[src/rtl/seqdet_pkg.sv]
// Elaboration-time KMP helpers shared by the sequence detector.
// Pattern bit 0 of the prefix is the MSB of the LEN-bit pattern value.
package seqdet_pkg;

  localparam int unsigned MAX_LEN = 16;

  typedef logic [4:0]            fail_t;
  typedef fail_t [MAX_LEN:0]     fail_arr_t;

  // i-th received-order bit of the pattern (i = 0 is the first bit on the wire)
  function automatic logic pat_bit(input logic [MAX_LEN-1:0] pat,
                                   input int unsigned len,
                                   input int unsigned i);
    logic [MAX_LEN-1:0] sh;
    sh = pat >> (len - 1 - i);
    return sh[0];
  endfunction

  // f[k] = longest proper border of the length-k prefix, k = 0..len
  function automatic fail_arr_t kmp_fail(input logic [MAX_LEN-1:0] pat,
                                         input int unsigned len);
    fail_arr_t   f;
    int unsigned k;
    f = '0;
    k = 0;
    for (int unsigned i = 1; i < len; i++) begin
      for (int unsigned j = 0; j < MAX_LEN; j++) begin
        if (k > 0 && pat_bit(pat, len, i) != pat_bit(pat, len, k))
          k = {27'b0, f[k[4:0]]};
      end
      if (pat_bit(pat, len, i) == pat_bit(pat, len, k))
        k++;
      f[i[4:0] + 5'd1] = k[4:0];
    end
    return f;
  endfunction

  function automatic int unsigned kmp_border(input logic [MAX_LEN-1:0] pat,
                                             input int unsigned len);
    fail_arr_t   f;
    int unsigned idx;
    f   = kmp_fail(pat, len);
    idx = len;
    return {27'b0, f[idx[4:0]]};
  endfunction

  // Longest prefix that is a suffix of (prefix_s, b); returns len on a full match
  function automatic int unsigned kmp_next(input logic [MAX_LEN-1:0] pat,
                                           input int unsigned len,
                                           input int unsigned s,
                                           input logic b);
    fail_arr_t   f;
    int unsigned m;
    int unsigned res;
    logic        done;
    f    = kmp_fail(pat, len);
    m    = s;
    res  = 0;
    done = 1'b0;
    for (int unsigned j = 0; j <= MAX_LEN; j++) begin
      if (!done) begin
        if (m < len && pat_bit(pat, len, m) == b) begin
          res  = m + 1;
          done = 1'b1;
        end else if (m == 0) begin
          res  = 0;
          done = 1'b1;
        end else begin
          m = {27'b0, f[m[4:0]]};
        end
      end
    end
    return res;
  endfunction

endpackage

[src/rtl/seqdet_next_state.sv]
// Combinational (state, bit) -> (next_state, hit) map, folded to constants per PATTERN.
module seqdet_next_state
  import seqdet_pkg::*;
#(
  parameter int unsigned    LEN     = 5,
  parameter logic [LEN-1:0] PATTERN = 5'b10110,
  parameter int unsigned    SW      = $clog2(LEN + 1)
) (
  input  logic [SW-1:0] state,
  input  logic          data_bit,
  output logic [SW-1:0] next_state,
  output logic          hit
);

  localparam int unsigned BORDER = kmp_border(MAX_LEN'(PATTERN), LEN);

  logic [SW-1:0] lut0 [2**SW];
  logic [SW-1:0] lut1 [2**SW];
  logic [SW-1:0] m;

  // Unreachable codes (>= LEN) map to 0 so the select is a full decode of state
  for (genvar s = 0; s < 2**SW; s++) begin : g_state
    if (s < LEN) begin : g_live
      localparam int unsigned M0 = kmp_next(MAX_LEN'(PATTERN), LEN, s, 1'b0);
      localparam int unsigned M1 = kmp_next(MAX_LEN'(PATTERN), LEN, s, 1'b1);
      assign lut0[s] = SW'(M0);
      assign lut1[s] = SW'(M1);
    end else begin : g_dead
      assign lut0[s] = '0;
      assign lut1[s] = '0;
    end
  end

  assign m          = data_bit ? lut1[state] : lut0[state];
  assign hit        = (m == SW'(LEN));
  assign next_state = hit ? SW'(BORDER) : m;

endmodule

[src/rtl/sequence_detector.sv]
// Serial pattern detector (KMP Moore FSM) with one-cycle registered match pulse.
// Define SEQDET_MATCH_COUNT_EN to add the saturating 16-bit match_count output.
module sequence_detector
  import seqdet_pkg::*;
#(
  parameter int unsigned    LEN     = 5,
  parameter logic [LEN-1:0] PATTERN = 5'b10110,
  parameter int unsigned    SW      = $clog2(LEN + 1)
) (
  input  logic        clk,
  input  logic        reset,
  input  logic        data_in,
  output logic        detected
`ifdef SEQDET_MATCH_COUNT_EN
  ,
  output logic [15:0] match_count
`endif
);

  logic [SW-1:0] state;
  logic [SW-1:0] next_state;
  logic          hit;

  seqdet_next_state #(
    .LEN     (LEN),
    .PATTERN (PATTERN),
    .SW      (SW)
  ) u_next (
    .state      (state),
    .data_bit   (data_in),
    .next_state (next_state),
    .hit        (hit)
  );

  always_ff @(posedge clk or posedge reset) begin
    if (reset) begin
      state    <= '0;
      detected <= 1'b0;
    end else begin
      state    <= next_state;
      detected <= hit;
    end
  end

`ifdef SEQDET_MATCH_COUNT_EN
  always_ff @(posedge clk or posedge reset) begin
    if (reset) begin
      match_count <= '0;
    end else if (hit && match_count != '1) begin
      match_count <= match_count + 16'd1;
    end
  end
`endif

endmodule

[config.mk]
export PLATFORM = sky130hd
export DESIGN_NAME = sequence_detector
export DESIGN_NICKNAME = d
export VERILOG_FILES = /design/src/rtl/seqdet_pkg.sv /design/src/rtl/seqdet_next_state.sv /design/src/rtl/sequence_detector.sv
export SDC_FILE = /design/constraint.sdc
export NUM_CORES = 1
export LEC_CHECK = 0
export CORE_AREA = 5 5 42 44
export DETAILED_ROUTE_END_ITERATION = 12
export DIE_AREA = 0 0 47 49
export DONT_BUFFER_PORTS = 1
export PLACE_DENSITY = 0.33
export SLEW_MARGIN = 5
export SYNTH_ARGS = -nofsm -noshare
export SYNTH_HDL_FRONTEND = slang
export SYNTH_SLANG_ARGS = --single-unit
[constraint.sdc]
create_clock -name clk -period 1.24 [get_ports clk]
set_clock_uncertainty 0.05 [all_clocks]
set_input_delay 0.186 -clock clk [delete_from_list [all_inputs] [get_ports clk]]
set_output_delay 0.186 -clock clk [all_outputs]
set_load 0.1 [all_outputs]
---- After elaboration in Yosys (flattened, before gate mapping) ----
Memories as Yosys holds them, arrays and structs flattened.
Cells that the tools add are included.
cells by class
  bitwise logic cells ..................... 1
  equal/unequal tests ..................... 1
  order comparisons ....................... 1
  multiplexer cells ....................... 6
operators with widths
  kind                                                       number
  3-bit two-way mux                                          6
  4-bit greater-or-equal comparator (second input constant)  1
  3-bit NOT with 4-bit output                                1
  3-bit equality test (second input constant)                1
storage, ports and cells
  output and inout port bits .............. 1
  register bits after elaboration ......... 4
  memories kept ........................... 2
  memory bits (read-only) ................. 48
memories
  name              words  width  read ports  clocked after Yosys merged registers in  wr ports  line                     source
  (name not given)  8      3      1           0                                        0         seqdet_next_state.sv:34  assign m = data_bit ? lut1[state] : lut0[state];
  (name not given)  8      3      1           0                                        0         seqdet_next_state.sv:34

---- Logic depth before layout (Yosys ltp) ----
  word-level depth ........................ 7
  depth in mapped cells ................... 2

---- Modules after synthesis ----
From an unflattened synthesis, not the netlist that was laid out.
second synthesis, totals
  cells, all modules ...................... 13
  area total of the unflattened synthesis .. 167.7 sq um
by module, submodules not included
  module             area each (sq um)  times used  cells an instance
  sequence_detector  103.8              1           5
  seqdet_next_state  63.8               1           8

---- Worst setup path before layout ----
Ideal clock, no wire load.
  path type ............................... register to output
  start point ............................. register detected
  end point ............................... output port detected
  path slack .............................. 0.121 ns
  arrival ................................. 0.883 ns
  required time ........................... 1.004 ns
  stages on the path, launching flop included .. 1
  cells stage by stage .................... dfrtp_1
RTL lines
  what                    line                     source
  start, declared         sequence_detector.sv:13  output logic detected
  start signal, assigned  sequence_detector.sv:41  detected <= hit;
No word-level cell between the ends.

---- Final worst setup path ----
  start point ............................. input port data_in
  end point ............................... register state[1]
between the ends
  word-level cells in the longest chain between the ends .. 3
RTL lines
  what                  line                     source
  start, declared       sequence_detector.sv:12  input logic data_in,
  3-bit two-way mux     seqdet_next_state.sv:34
  3-bit equality test   seqdet_next_state.sv:35  assign hit = (m == SW'(LEN));
  via hit               sequence_detector.sv:22  logic hit;
  3-bit two-way mux     seqdet_next_state.sv:36  assign next_state = hit ? SW'(BORDER) : m;
  via next_state[1]     sequence_detector.sv:21  logic [SW-1:0] next_state;
  end signal, assigned  sequence_detector.sv:40  state <= next_state;
  end, declared         sequence_detector.sv:20  logic [SW-1:0] state;
The timed path passes the listed nets, and every way through them passes these cells.

==> results <==
final cells by class:
type / count / share of cell area [%]
multi-input cells: 8 / 28.7
well taps: 16 / 7.66
clock buffers: 3 / 8.61
repair buffers: 3 / 15.3
inverters: 1 / 1.44
flip-flops and latches: 4 / 38.3
stage by stage:
| step | cell area [um^2] | instances | worst slack, ns | util [%] | hold slack [ns] |
|---|---|---|---|---|---|
| global placement | 219 | 30 | 0.124 | 15.6 | -0.0904 |
| finish | 262 | 35 | 0.0991 | 18.7 | 0.0349 |
| detailed placement | 219 | 30 | 0.109 | 15.6 | -0.0841 |
| floorplan | 179 | 13 | 0.121 | - | -0.0979 |
| CTS | 262 | 35 | 0.106 | 18.7 | 0.0223 |
| global route | 262 | 35 | 0.0655 | 18.7 | 0.0144 |
registers in the layout (all words and copies together) (netlist names):
signal	cells
detected	1
state	3
layer usage:
metal	routed length, um	part of all wire [%]
met2	91	28
met5	0	0
met1	160	49
met3	37	11
met4	37	11
cell usage after synthesis, drive strengths merged:
library cell  n  area share [%]
dfrtp         4              56
o21a          1             4.2
or3           1             3.5
nor3b         1             4.2
nor4bb        1             5.6
inv           1             2.1
nor4b         1              13
a21oi         1             2.8
nor2          1             2.1
and4b         1             6.3
logic make-up (layout without fill, tap and decap cells):
logic type	after synthesis	count (layout)
flops	4	4
buf+inv	1	7
compound gates	2	2
simple gates	6	6
power by group:
group	internal, W	switching (W)	total, W
sequential	0.000140	0.0000141	0.000154
combinational	0.0000189	0.0000129	0.0000318
clock	0.000108	0.0000540	0.000162
what timing repair did:
| action | in CTS | in global routing |
|---|---|---|
| hold buffers | 2 | 0 |
| buffers inserted | 0 | 0 |
| hold endpoints to repair | 5 | 0 |
worst min path at each step:
stage / cells past startpoint / to / startpoint
CTS: 1 / state[0]$_DFF_PP0_ / data_in
detailed placement: 1 / detected$_DFF_PP0_ / reset
finish: 1 / state[0]$_DFF_PP0_ / data_in
global route: 1 / state[0]$_DFF_PP0_ / data_in
global placement: 1 / detected$_DFF_PP0_ / reset
floorplan: 1 / detected$_DFF_PP0_ / reset
==> summary.md <==
| Metric | Value |
|---|---|
| Number of buffers created by CTS | 3 |
| Total of cells resized after clock tree synthesis | 0 |
| Deepest clock path buffer count | 2 |
| DRT Pass-1 Iters | 4 |
| Top Usage Layer GRT | met4 |
| Clock slew seen by the registers of the worst setup and hold paths | 0.04 ns |
| Met2 track demand over resource in global routing | ~2.5% |
| Post-detailed-route wirelength per cell | about 9.3 um |
| Area grow syn2layout | 46.2% |
| Total detailed-routing wirelength | about 330 um |
| Vias per Instance | 3.63 |
| Global-route wire length before repair | about 520 um |
| Critical Path Source Type | input port |
| HP Class | in2reg |
| Number of cell rows | 14 |
| Count of buffer and inverter cells on the critical path | 1 |
| Total power after layout | ~0.00035 W |
| 1st-iter DRT viols | 4 |
| Top library cells by usage in the layout, fill and taps aside | sky130_fd_sc_hd__dfrtp_1, sky130_fd_sc_hd__clkbuf_4, sky130_fd_sc_hd__dlygate4sd3_1 |
| Count of H-tree levels built during CTS | 1 |
| Reg2Reg Setup Slack | roughly 0.11 ns |
| Number of synthesis warnings | 0 |
| Core region area | between 1000 and 1500 um^2 |
| Syn Inst Count | 13 |
| Post-synthesis instance area | 179 um^2 |
| Number of filler instances in the final layout | 160 |
| Buffers on Ports | 0 |
| Met3 Track Usage GR | under 10% |
| R2R cell count | 2 |
| Antenna cell count | 0 |
| Final clock period utilization by the worst path | between 90% and 100% |
| DRT antenna net count | 0 |
| End point of the critical path | state[1]$_DFF_PP0_ |
| Max Fanout on Critical Path | 5 |
| Highest clock frequency the design can meet | just under 900 MHz |
| Die Y-Extent | ~49 um |
| Maxcap violations | 0 |
| Hpwl dp | between 200 and 250 um |
| Total nets after synthesis | 16 |
| Most common cell after layout, fill and taps aside | sky130_fd_sc_hd__dfrtp_1 |
| Peak per-stage delay on the critical path | about 0.57 ns |
| Vias post-DR | ~130 |
| Weighted congestion at the end of routability-driven global placement | approximately 0.71 |
| Total number of nets in the final design | 24 |
| FF-to-FF Start | state[2]$_DFF_PP0_ |
| Run status | completed |
| Complex-gate fraction of the synthesized area | around 7% |
| Power density over cell area | 1330 nW/um^2 |
| Worst reg2reg path endpoint | state[1]$_DFF_PP0_ |
| Footprint of the flip-flops and latches | ~100 um^2 |
| Insertion delay of the later-clocked pin in the worst-skew pair | 0.23 ns |
| Met1 Use GR | under 10% |
| Final Max Slew Viols | 0 |
| Leakage power summed over all cells | around 0.11 nW |
| Fraction of the yosys area taken by sequential cells | 55.9% |
| Shortest period the worst path allows | about 1.1 ns |
| Largest family of logic cells by synthesized area | simple AND/OR/NAND/NOR gates |
| Number of stages on the worst setup path | 3 |
| Tot GR Track Use | between 4 and 5% |
| Syn Area/Cell | approximately 14 um^2 |
| Launch point of the worst path | data_in |
| Simple-gate share of the synthesized area | a little over a third |
| Initial antenna violation count | 0 |
| Data arrival time of the worst path | between 1 and 1.5 ns |
| Slew Limit Headroom | a little under nine tenths |
| Total Die Area | 2300 um^2 |
| Share of post-route cells with drive strength above 1 | 31.6% |
| Final setup TNS | 0 ns |
| Setup repair after global routing missed its margin | no |
| Root cell of the clock tree | sky130_fd_sc_hd__clkbuf_4 |
| Cell type of the slowest stage on the worst timing path | sky130_fd_sc_hd__dlygate4sd3_1 |
| Area taken by multi-input logic gates | 75.1 um^2 |
| Count of boundary I/O pins | 4 |
| Chip Width | approximately 47 um |
| Clock tree from TritonCTS | built |
| Total overflow reported by the global router | 0 |
| Vias in the first global route | 120 |
| Number of hold violations in the final report | 0 |
| Critical path capture point type | register |
| Highest ir drop seen on vdd | about 280 uV |
| Clock net sink count | 4 |
| Type of the worst setup path | in2reg |
| Crit-path leading delay family | buffers and inverters |
| Number of design rule violations left after detail routing | 0 |
| Maximum number of pins on one net before global-route repair | 7 |
| Post-Synth Adder-Cell Area | 0% |
| Portion of netlist area occupied by mux cells | 0% |
| Post-synthesis share of cell area spent on xor and xnor gates | 0% |
| Required time at the endpoint of the critical path | around 1.3 ns |
| Number of failing setup endpoints in the final timing report | 0 |
| Starting density of the core | about an eighth |
| Transition time at the pin with the least slew margin | 0.208 ns |
| Flop and latch count out of synthesis | 4 |
| Crit-path cells | dlygate4sd3_1, nor4b_4, or3_1 |
| Distinct cell type count of the synthesized netlist | 10 |
Note: power is estimated with default switching activity, not from simulation.
